### src/rtl/iwrr_pkg.sv
// Shared helpers for the IWRR arbiter: index width, effective weight and round-end test.
// The round-end function is also used by the granter's bench model, so it stays tool-neutral.
package iwrr_pkg;

  localparam int IWRR_MAX_REQ = 32;

  function automatic int idx_width(input int n);
    return (n > 1) ? $clog2(n) : 1;
  endfunction

  function automatic int unsigned effective_weight(input int unsigned w);
    return (w == 0) ? 1 : w;
  endfunction

  // True when every requesting port has completed and at least one port has completed.
  function automatic logic round_end(input logic [IWRR_MAX_REQ-1:0] request,
                                     input logic [IWRR_MAX_REQ-1:0] cmp);
    return (|cmp) && ((request & ~cmp) == '0);
  endfunction

endpackage

### src/rtl/iwrr_credit_counter.sv
// Credit counter for one requester: latched weight, saturating grant count, completed flag.
module iwrr_credit_counter
  import iwrr_pkg::*;
#(
  parameter int P_WEIGHT_W = 4
) (
  input  logic                  clk,
  input  logic                  rst,
  input  logic                  fire,
  input  logic                  clear,
  input  logic                  load,
  input  logic [P_WEIGHT_W-1:0] weight,
  output logic                  cmp
);

  logic [P_WEIGHT_W-1:0] cnt;
  logic [P_WEIGHT_W-1:0] wq;
  logic [P_WEIGHT_W-1:0] eff_w;
  logic [P_WEIGHT_W-1:0] cnt_base;
  logic [P_WEIGHT_W-1:0] cnt_next;
  logic                  cmp_next;

  // A fire in a load/clear cycle belongs to the new round, so it is judged against the new weight.
  always_comb begin
    eff_w    = P_WEIGHT_W'(effective_weight(32'(load ? weight : wq)));
    cnt_base = clear ? '0 : cnt;
    cnt_next = cnt_base;
    if (fire && (cnt_base < eff_w)) begin
      cnt_next = cnt_base + P_WEIGHT_W'(1);
    end
    cmp_next = (cmp & ~clear) | (cnt_next == eff_w);
  end

  always_ff @(posedge clk or posedge rst) begin
    if (rst) begin
      cnt <= '0;
      wq  <= P_WEIGHT_W'(1);
      cmp <= 1'b0;
    end else begin
      cnt <= cnt_next;
      cmp <= cmp_next;
      if (load) begin
        wq <= weight;
      end
    end
  end

endmodule

### src/rtl/iwrr_credit_tracker.sv
// Weight-credit bookkeeping for the IWRR arbiter: per-requester credit counters,
// round-end detection, rotating highest-priority index and round_done pulse.
module iwrr_credit_tracker
  import iwrr_pkg::*;
#(
  parameter int P_REQUESTER_NUM = 3,
  parameter int P_WEIGHT_W      = 4,
  parameter int P_IDX_W         = idx_width(P_REQUESTER_NUM)
) (
  input  logic                                  clk,
  input  logic                                  rst,
  input  logic [P_REQUESTER_NUM-1:0]            request,
  input  logic [P_REQUESTER_NUM-1:0]            grant,
  input  logic                                  grant_fire,
  input  logic [P_REQUESTER_NUM*P_WEIGHT_W-1:0] weight_cfg,
  output logic [P_REQUESTER_NUM-1:0]            request_weight_completed,
  output logic [P_IDX_W-1:0]                    highest_prior_idx,
  output logic                                  round_done
);

  localparam logic [P_IDX_W-1:0] LAST_IDX = P_IDX_W'(P_REQUESTER_NUM - 1);

  logic                       init_q;
  logic                       rollover;
  logic [P_REQUESTER_NUM-1:0] cmp;

  // The init cycle only loads weights; cmp is all-zero then, so no rollover can start.
  always_comb begin
    rollover = !init_q && round_end(IWRR_MAX_REQ'(request), IWRR_MAX_REQ'(cmp));
  end

  for (genvar i = 0; i < P_REQUESTER_NUM; i++) begin : g_req
    iwrr_credit_counter #(
      .P_WEIGHT_W(P_WEIGHT_W)
    ) u_cnt (
      .clk    (clk),
      .rst    (rst),
      .fire   (grant_fire & grant[i]),
      .clear  (rollover),
      .load   (rollover | init_q),
      .weight (weight_cfg[i*P_WEIGHT_W +: P_WEIGHT_W]),
      .cmp    (cmp[i])
    );
  end

  always_ff @(posedge clk or posedge rst) begin
    if (rst) begin
      init_q            <= 1'b1;
      highest_prior_idx <= '0;
      round_done        <= 1'b0;
    end else begin
      init_q     <= 1'b0;
      round_done <= rollover;
      if (rollover) begin
        highest_prior_idx <= (highest_prior_idx == LAST_IDX) ? '0
                                                             : highest_prior_idx + P_IDX_W'(1);
      end
    end
  end

  assign request_weight_completed = cmp;

endmodule

### config.mk
export PLATFORM = sky130hd
export DESIGN_NAME = iwrr_credit_tracker
export DESIGN_NICKNAME = d
export VERILOG_FILES = /design/src/rtl/iwrr_pkg.sv /design/src/rtl/iwrr_credit_counter.sv /design/src/rtl/iwrr_credit_tracker.sv
export SDC_FILE = /design/constraint.sdc
export NUM_CORES = 1
export LEC_CHECK = 0
export ABC_AREA = 1
export BUFFER_PORTS_ARGS = -buffer_cell sky130_fd_sc_hd__buf_2
export CAP_MARGIN = 0
export CORE_ASPECT_RATIO = 0.5
export CORE_MARGIN = 5
export CORE_UTILIZATION = 45
export CTS_CLUSTER_DIAMETER = 50
export CTS_CLUSTER_SIZE = 8
export DETAILED_ROUTE_END_ITERATION = 12
export HOLD_SLACK_MARGIN = 0.06
export SYNTH_ARGS = -nofsm -noshare
export SYNTH_HDL_FRONTEND = slang
export SYNTH_SLANG_ARGS = --single-unit
export TNS_END_PERCENT = 50
### constraint.sdc
create_clock -name clk -period 3.1 [get_ports clk]
set_input_delay 0.31 -clock clk [delete_from_list [all_inputs] [get_ports clk]]
set_output_delay 0.31 -clock clk [all_outputs]
set_load 0.01 [all_outputs]
==> flow_metrics.tcl, run 1 <==
set metrics [dict create \
    status "completed" \
    crit_family "simple AND/OR/NAND/NOR gates" \
    p_per_area_nw_per_um2 778.9 \
    synth_compound_area_share_pct 3.754 \
    root_buffer "clkbuf_8" \
    holdWs_ns 0.1853 \
    p_leak_nw 1.533 \
    worstHoldPathType "in2async" \
    start_kind "flop" \
    layout_min_cycle_time_ns 2.701 \
    place_ws_ns 0.3765 \
    ys_seq_area_share_pct 35.49 \
    core_sq_um 4820 \
    clock_skew_ns 0.003613 \
    cp_slowest_stage_delay_ns 0.40 \
    io_pins 27 \
    die_h_um 59.44 \
    cts.clk_slew.worst_paths_ns 0.07 \
    finalWorstSetupSlack_ns 0.3991 \
    dp.cells 391 \
    drive_above_1_share_pct 24.01 \
    clkSinkCount 31 \
    worst_ep_required_time_ns 3.28 \
    drt-initial-drc-count 87 \
    maxSlewHeadroom_pct 43.71 \
    crit_slowest_cell "dfrtp_1" \
    placed_area_sq_um 2409 \
    grt_max_degree 24 \
    fp.dieW_um 108.9 \
    timing.critical_path.arrival_ns 2.88 \
    overflow 0 \
    ys_types 28 \
    gp_congestion 0.8689 \
    cts_buffers 5 \
    reg2reg_depth 21 \
    grtUsageTotal_pct 16.21 \
    maxClockFrequency_mhz 370.2 \
    drtAntennaViolNets 0 \
    crit_chain "inv_1, nand2_1, nand2_2, clkinv_2, nand2_4, nor2_4, inv_2, nand2_1, inv_1, ha_1, a211oi_1, buf_4, nand2_4, nand2_1, nand2_1, nand2_1, nand2_1, nand2_1, inv_1, nand2_1, nand2_1" \
    synthXorXnorAreaFrac_pct 2.389 \
    rsz0062_at_grt "false" \
    viasPerCell 4.664 \
    path_max_fanout 15 \
    rr_startpoint "g_req[1].u_cnt.cmp" \
    synth_seq_cells 31 \
    maxCapViolations 0 \
    path_class "reg2reg" \
    post_synth.cell_area_avg_sq_um 7.431 \
    synth_fa_ha_area_share_pct 6.826 \
    clock_latency_ns 0.28 \
    first_pass_iters 6 \
    cts_hold_buf 0 \
    netlist_instances 296 \
    antenna_found_initial 0 \
    cts_tree "done" \
    stdcell_count 399 \
    diodes 0 \
    num_rows 18 \
    die_area_sq_um 6471 \
    syn2layout_area_growth_pct 14.85 \
    finalSetupViolations 0 \
    post-route-drc-count 0 \
    synth_top_family_by_area "simple AND/OR/NAND/NOR gates" \
    tightestPinTransition_ns 0.8434 \
    nets 361 \
    fin_crit_sh_pct 87.13 \
    clock_path_buffers 2 \
    setup-tns-final_ns 0 \
    grt_pass1_vias 1823 \
    r2r_end "g_req[0].u_cnt.cmp" \
    maxSlewViolCount 0 \
    synth_mux_area_share_pct 0 \
    syn_nets 329 \
    post-cts-setup-buffer-count 0 \
    yosys_warnings 0 \
    stdcell_area_sq_um 2526 \
    port_buffers 26 \
    worstSetupEndpointType "flop" \
    r2r_slack_ns 0.40 \
    path_buf_inv 6 \
    wl_mm 4.622 \
    wl_per_cell_um 11.58 \
    grt_pass1_wl_mm 8.162 \
    cts_resized 0 \
    vdd_drop_max_mv 0.2796 \
    start_util_pct 45.64 \
    hold_violations 0 \
    h-tree-depth 2 \
    synth-simple-area-share_pct 39.48 \
    dp_hpwl_mm 3.591 \
    num_vias 1861 \
    syn_area_sq_um 2200 \
    crit_top_cell "nand2_1" \
]
## layout make-up
type	instances	area (sq um)
Clock buffer	6	82.58
Clock inverter	2	35.03
Fill cell	485	2293
Inverter	59	222.7
Multi-Input combinational cell	201	1157
Sequential cell	31	780.7
Tap cell	70	87.58
Timing Repair Buffer	30	160.2
## state kept, by name (all words and copies together), names as in the netlist
name	count
round_done	1
g_req.u_cnt.wq	12
g_req.u_cnt.cnt	12
g_req.u_cnt.cmp	3
init_q	1
highest_prior_idx	2
## how the worst max path moves through the flow
stage	from	cells after the start	slack (ns)	to
floorplan	g_req[0].u_cnt.cmp	19	0.42	g_req[0].u_cnt.cmp
global placement	g_req[1].u_cnt.cmp	21	0.47	g_req[0].u_cnt.cmp
detailed placement	g_req[1].u_cnt.cmp	21	0.38	g_req[0].u_cnt.cmp
CTS	g_req[1].u_cnt.cmp	21	0.37	g_req[0].u_cnt.cmp
global route	g_req[1].u_cnt.cmp	21	0.09	g_req[1].u_cnt.cmp
finish	g_req[1].u_cnt.cmp	21	0.40	g_req[0].u_cnt.cmp
## metrics by stage
stage / total power, W / utilization, %
floorplan: 0.001374 / -
global placement: 0.001548 / 49.97
detailed placement: 0.001561 / 49.97
CTS: 0.001988 / 52.41
global route: 0.002166 / 52.41
finish: 0.001968 / 52.41
## routing by layer
layer | part of all wire (%) | global-route usage (%)
met1 | 51 | 22.17
met2 | 45 | 25.83
met3 | 2.6 | 3.264
met4 | 1.1 | 5.576
met5 | 0 | 0
## cells by family after synthesis
kind of cell / Yosys count
buffers and inverters: 64
DFF: 31
adders and majority gates: 12
xor gates and xnor gates: 6
other: 1
AOI/OAI and AO/OA: 12
and+or+nand+nor: 170
## power breakdown
group / switching (W) / internal, W
Sequential: 0.0000618 / 0.000539
Clock: 0.000156 / 0.000260
Combinational: 0.000609 / 0.000342
## Yosys cell counts
cell type | n | area share [%]
a211oi_1 | 2 | 0.68
a21oi_1 | 1 | 0.23
buf_2 | 1 | 0.23
buf_4 | 3 | 1.0
buf_6 | 1 | 0.51
clkinv_2 | 1 | 0.23
conb_1 | 1 | 0.17
dfrtp_1 | 27 | 31
dfstp_2 | 4 | 4.8
ha_1 | 12 | 6.8
inv_1 | 56 | 9.6
inv_2 | 2 | 0.34
nand2_1 | 91 | 16
nand2_2 | 21 | 6.0
nand2_4 | 6 | 3.1
nand2_8 | 1 | 0.91
nand3_1 | 27 | 6.1
nand3_2 | 2 | 0.91
nand3_4 | 1 | 0.80
nand3b_1 | 9 | 3.1
nand4_1 | 6 | 1.7
nor2_1 | 5 | 0.85
nor2_4 | 1 | 0.51
o21a_1 | 4 | 1.4
o21ai_0 | 2 | 0.46
o21ai_1 | 1 | 0.23
o21ai_2 | 2 | 0.80
xor2_1 | 6 | 2.4
## layout by cell type (no fill, tap or decap)
| cell | count |
|---|---|
| nand2_1 | 91 |
| inv_1 | 56 |
| nand3_1 | 27 |
| dfrtp_1 | 27 |
| buf_2 | 26 |
| nand2_2 | 21 |
| ha_1 | 12 |
| nand3b_1 | 9 |
| nand2_4 | 6 |
| xor2_1 | 6 |
| nand4_1 | 6 |
| clkbuf_8 | 6 |
| nor2_1 | 5 |
| o21a_1 | 4 |
| dfstp_2 | 4 |
| buf_4 | 4 |
| clkinv_2 | 2 |
| inv_2 | 2 |
| o21ai_2 | 2 |
| nand3_2 | 2 |
| a211oi_1 | 2 |
| o21ai_0 | 2 |
| o21ai_1 | 1 |
| nand2_8 | 1 |
| nor2_4 | 1 |
| a21oi_1 | 1 |
| nand3_4 | 1 |
| bufinv_16 | 1 |
| conb_1 | 1 |
Power figures use the tool's default switching activity.
==> run 2: changes to the inputs <==
BUFFER_PORTS_ARGS = -buffer_cell sky130_fd_sc_hd__buf_4   (was -buffer_cell sky130_fd_sc_hd__buf_2)
==> run 2 against run 1 <==
  * Final area grew 1.6%
  * Global-route usage up 0.20 points
  * Register-to-register slack gained 0.04 ns
  * Clock power is 19% lower
  * Combinational power rose by 3.2%
  * Critical path depth unchanged
  * First-iteration DRC count down 29%
  * Critical endpoint unchanged
==> flow_metrics.tcl, run 2 (synthesis results as in run 1) <==
set metrics [dict create \
    status "completed" \
    start_kind "flop" \
    worstHoldPathType "in2async" \
    drive_above_1_share_pct 23.71 \
    p_per_area_nw_per_um2 746.4 \
    p_leak_nw 1.541 \
    port_buffers 26 \
    r2r_end "g_req[0].u_cnt.cmp" \
    stdcell_area_sq_um 2567 \
    die_h_um 59.44 \
    placed_area_sq_um 2474 \
    hold_violations 0 \
    grtUsageTotal_pct 16.42 \
    wl_per_cell_um 11.30 \
    worstSetupEndpointType "flop" \
    syn2layout_area_growth_pct 16.72 \
    rr_startpoint "g_req[1].u_cnt.cmp" \
    die_area_sq_um 6471 \
    crit_slowest_cell "dfrtp_1" \
    root_buffer "clkbuf_8" \
    vdd_drop_max_mv 0.3049 \
    h-tree-depth 2 \
    crit_top_cell "nand2_1" \
    num_rows 18 \
    layout_min_cycle_time_ns 2.665 \
    path_max_fanout 15 \
    finalSetupViolations 0 \
    viasPerCell 4.712 \
    drt-initial-drc-count 62 \
    clock_skew_ns 0.004028 \
    num_vias 1880 \
    nets 361 \
    post-route-drc-count 0 \
    fin_crit_sh_pct 85.96 \
    maxCapViolations 0 \
    grt_max_degree 32 \
    rsz0062_at_grt "false" \
    clock_path_buffers 2 \
    clkSinkCount 31 \
    r2r_slack_ns 0.44 \
    cts.clk_slew.worst_paths_ns 0.07 \
    gp_congestion 0.8415 \
    core_sq_um 4820 \
    io_pins 27 \
    start_util_pct 45.64 \
    layout_commonest_cell "nand2_1" \
    dp.cells 391 \
    diodes 0 \
    cts_tree "done" \
    cts_buffers 5 \
    post-cts-setup-buffer-count 0 \
    dp_hpwl_mm 3.555 \
    wl_mm 4.508 \
    setup-tns-final_ns 0 \
    fp.dieW_um 108.9 \
    worst_ep_required_time_ns 3.28 \
    reg.largest.list "g_req.u_cnt.cnt (12), g_req.u_cnt.wq (12), g_req.u_cnt.cmp (3)" \
    stdcell_count 399 \
    reg2reg_depth 21 \
    path_class "reg2reg" \
    overflow 0 \
    clock_latency_ns 0.28 \
    grt_pass1_wl_mm 8.328 \
    maxClockFrequency_mhz 375.3 \
    cp_slowest_stage_delay_ns 0.41 \
    drtAntennaViolNets 0 \
    grt_pass1_vias 1916 \
    first_pass_iters 4 \
    timing.critical_path.arrival_ns 2.85 \
    final_cell_mix "nand2_1 (91), inv_1 (56), buf_4 (30), nand3_1 (27), dfrtp_1 (27)" \
    crit_chain "inv_1, nand2_1, nand2_2, clkinv_2, nand2_4, nor2_4, inv_4, nand2_1, inv_1, ha_1, a211oi_1, buf_4, nand2_4, nand2_1, nand2_1, nand2_1, nand2_1, nand2_1, inv_1, nand2_1, nand2_1" \
    total_power_w 0.001916 \
    maxSlewViolCount 0 \
    antenna_found_initial 0 \
]
## run 2: worst max-delay path by stage
stage | slack [ns] | startpoint | end | cells after the start
after floorplan | 0.42 | g_req[0].u_cnt.cmp | g_req[0].u_cnt.cmp | 19
after global placement | 0.44 | g_req[1].u_cnt.cmp | g_req[0].u_cnt.cmp | 21
after detailed placement | 0.38 | g_req[1].u_cnt.cmp | g_req[0].u_cnt.cmp | 21
after CTS | 0.33 | g_req[1].u_cnt.cmp | g_req[0].u_cnt.cmp | 21
after global routing | 0.09 | g_req[1].u_cnt.cmp | g_req[0].u_cnt.cmp | 21
final | 0.44 | g_req[1].u_cnt.cmp | g_req[0].u_cnt.cmp | 21
## run 2: stage by stage
step	hold slack (ns)	util [%]	setup WS (ns)
6_report	0.1033	53.27	0.4353
5_1_grt	0.1424	53.27	0.09180
3_5_place_dp	0.4282	51.32	0.3760
2_1_floorplan	0.4105	-	0.4204
3_3_place_gp	0.4246	51.32	0.4398
4_1_cts	0.1164	53.22	0.3332
## run 2: routing by layer
layer  track usage (%)  up-vias  wire [um]
li1                  -      972          -
met1             22.50      877       2290
met2             25.83       24       2039
met3             3.591        7        112
met4             5.755        0         65
met5                 0        -          0
## run 2: power by group
part	leakage [nW]	internal (W)	switching [W]
Combinational	1.12	0.000367	0.000613
Clock	0.0482	0.000179	0.000156
Sequential	0.376	0.000539	0.0000618
Total	1.54	0.00108	0.000832
## run 2: layout make-up
| cell class | count | area [sq um] |
|---|---|---|
| Clock buffer | 7 | 86.33 |
| Clock inverter | 1 | 5.005 |
| Fill cell | 487 | 2252 |
| Inverter | 59 | 225.2 |
| Multi-Input combinational cell | 201 | 1157 |
| Sequential cell | 31 | 780.7 |
| Tap cell | 70 | 87.58 |
| Timing Repair Buffer | 30 | 225.2 |
## run 2: critical path: cells and delay by family (launching register included)
kind,cells,cell delay (ns)
DFF,1,0.41
and+or+nand+nor,13,1.03
adders and majority gates,1,0.31
AOI/OAI and AO/OA,1,0.26
buffers and inverters,6,0.53
## run 2: what timing repair did
action / 4_1_cts / 5_1_grt
hold buffers: 0 / 0
gates resized for setup: 0 / 2
endpoints found under the setup margin: 0 / 1
==> run 3: changes to the inputs <==
ABC_AREA = default   (was 1)
SETUP_SLACK_MARGIN = 0.2   (was default)
==> run 3 against run 2 <==
  * The run now ends with setup timing left
  * Largest power group unchanged
  * Register-to-register slack worse by 0.51 ns
  * Final area up 20%
  * Clock skew about the same
  * Via count down 0.48%
==> flow_metrics.tcl, run 3 <==
set metrics [dict create \
    grtUsageTotal_pct 18.96 \
    synth_top_area_share_pct 30.68 \
    synth_seq_cells 31 \
    drt-initial-drc-count 58 \
    synth_top_area_cell "dfrtp_1" \
    layout_commonest_cell "buf_4" \
    seq_area_sq_um 780.7 \
    path_class "reg2reg" \
    ys_seq_area_share_pct 35.45 \
    holdWs_ns 0.1203 \
    p_per_area_nw_per_um2 875.8 \
    clock_skew_ns 0.004472 \
    crit_slowest_cell "dfrtp_1" \
    syn_area_sq_um 2202 \
    maxSlewViolCount 0 \
    clock_path_buffers 2 \
    fin_crit_sh_pct 102.3 \
    hold_violations 0 \
    root_buffer "clkbuf_8" \
    crit_chain "o21ba_4, o211a_4, nor2_4, mux2_4, inv_4, ha_4, nand2_2, nand4b_1, a211oi_2, o311ai_2, nand2_2, mux2i_1, a221oi_2, o41ai_2" \
    fp.dieW_um 108.9 \
    post-route-drc-count 0 \
    clock_latency_ns 0.28 \
    rr_startpoint "g_req[1].u_cnt.cmp" \
    viasPerCell 5.183 \
    io_pins 27 \
    timing.critical_path.arrival_ns 3.34 \
    grt_max_degree 32 \
    overflow 0 \
    netlist_instances 220 \
    violations "setup timing" \
    finalSetupViolations 2 \
    cts_buffers 5 \
    dp_hpwl_mm 4.099 \
    diodes 0 \
    stdcell_area_sq_um 3083 \
    reg2reg_depth 14 \
    cp_slowest_stage_delay_ns 0.41 \
    status "complete, but fails checks" \
    total_power_w 0.002700 \
    syn2layout_area_growth_pct 40.00 \
    placed_area_sq_um 2714 \
    clkSinkCount 31 \
    r2r_end "g_req[0].u_cnt.cmp" \
    drtAntennaViolNets 0 \
    num_vias 1871 \
    worstSetupEndpointType "flop" \
    maxClockFrequency_mhz 315.3 \
    worstHoldPathType "in2async" \
    synthMostInstantiatedCell "dfrtp_1" \
    vdd_drop_max_mv 0.3988 \
    path_buf_inv 1 \
    start_util_pct 45.69 \
    antenna_found_initial 0 \
    cts_tree "done" \
    drive_above_1_share_pct 46.39 \
    gp_congestion 0.8664 \
    reg.largest.list "g_req.u_cnt.cnt (12), g_req.u_cnt.wq (12), g_req.u_cnt.cmp (3)" \
    post_synth.cell_area_avg_sq_um 10.01 \
    maxCapViolations 0 \
    fillCellCount 390 \
    start_kind "flop" \
    h-tree-depth 2 \
    r2r_slack_ns -0.07 \
    worst_ep_required_time_ns 3.27 \
    final_core_util_pct 63.97 \
    nets 323 \
    crit_family "compound AO/OA/AOI/OAI gates" \
    core_sq_um 4820 \
    ys_types 56 \
    p_leak_nw 1.409 \
    setup-tns-final_ns -0.08461 \
    first_pass_iters 4 \
    die_area_sq_um 6478 \
    yosys_warnings 0 \
    layout_min_cycle_time_ns 3.171 \
    crit_top_cell "nand2_2" \
    finalWorstSetupSlack_ns -0.07111 \
    synth_edf_count 0 \
    ys.flop_type "dfrtp_1" \
    ys_top_cells_by_count "dfrtp_1 (27), inv_1 (21), nand2_1 (19)" \
    port_buffers 26 \
    grt_pass1_vias 1947 \
    wl_per_cell_um 15.43 \
    rsz0062_at_grt "true" \
    path_max_fanout 4 \
    crit_end "g_req[0].u_cnt.cmp" \
    synthArstFlopShare_pct 100.0 \
    wl_mm 5.569 \
    die_h_um 59.47 \
    cts.clk_slew.worst_paths_ns 0.07 \
    synth_area_leaders "dfrtp_1 (31%), ha_1 (6.8%), dfstp_2 (4.8%)" \
    num_rows 18 \
    final_cell_mix "buf_4 (66), dfrtp_1 (27), inv_1 (18), nand2_1 (18), nor3_1 (13)" \
    syn_nets 253 \
    grt_pass1_wl_mm 9.397 \
    critical_path_depth 14 \
    crit_start "g_req[1].u_cnt.cmp" \
    multiInputGateArea_sq_um 1469 \
]
run 3: layer usage:
metal | vias to the layer above | share of wire, % | global-route usage [%]
li1 | 929 | - | -
met1 | 901 | 45 | 24.28
met2 | 35 | 50 | 32.90
met3 | 6 | 4.5 | 4.679
met4 | 0 | 0.95 | 3.957
met5 | - | 0 | 0
run 3: cell families after synthesis:
logic type / share of synthesized area [%]
flip-flops: 35.45
XOR/XNOR: 7.897
AO/OA/AOI/OAI: 16.36
multiplexers: 7.728
adder cells (fa/ha/maj): 6.818
AND/OR/NAND/NOR: 19.43
buffers and inverters: 6.136
other: 0.1703
run 3: worst min path at each step:
stage | to | slack, ns
after floorplan | g_req[0].u_cnt.cmp | 0.41
after detailed placement | g_req[1].u_cnt.cnt[2] | 0.44
final | highest_prior_idx[0] | 0.12
after global routing | g_req[1].u_cnt.cnt[2] | 0.15
after global placement | g_req[1].u_cnt.cnt[2] | 0.43
after CTS | g_req[1].u_cnt.cnt[2] | 0.13
run 3: area by class of cell:
type                            instances  share of cell area (%)
Inverter                               22                   2.841
Sequential cell                        31                   25.32
Clock buffer                            8                   3.247
Timing Repair Buffer                   70                   18.10
Tap cell                               70                   2.841
Multi-Input combinational cell        160                   47.65
run 3: worst register-to-register path: stages, from the launching register on:
cell and delay (ns):
dfrtp_1 0.41, o21ba_4 0.23, o211a_4 0.25, nor2_4 0.12, mux2_4 0.34, inv_4 0.07, ha_4 0.20, nand2_2 0.05
nand4b_1 0.14, a211oi_2 0.25, o311ai_2 0.17, nand2_2 0.13, mux2i_1 0.22, a221oi_2 0.10, o41ai_2 0.38
run 3: power breakdown:
| group | total (W) | switching (W) | internal, W |
|---|---|---|---|
| clock network | 0.000354 | 0.000151 | 0.000203 |
| registers | 0.000685 | 0.000130 | 0.000555 |
| logic | 0.00166 | 0.000787 | 0.000874 |
| total | 0.00270 | 0.00107 | 0.00163 |
run 3: per-stage QoR:
step | setup slack [ns] | cells
after global placement | -0.06277 | 339
after floorplan | 0.03091 | 220
after detailed placement | -0.1063 | 339
after global routing | -0.2081 | 361
after CTS | -0.05102 | 359
final | -0.07111 | 361
run 3: what timing repair did:
| item | CTS | global route |
|---|---|---|
| buffers inserted | 12 | 2 |
| hold buffers | 0 | 0 |
| hold endpoints to repair | 0 | 0 |
| pin swaps | 17 | 8 |
| resized for setup | 18 | 8 |
| endpoints found under the setup margin | 6 | 9 |
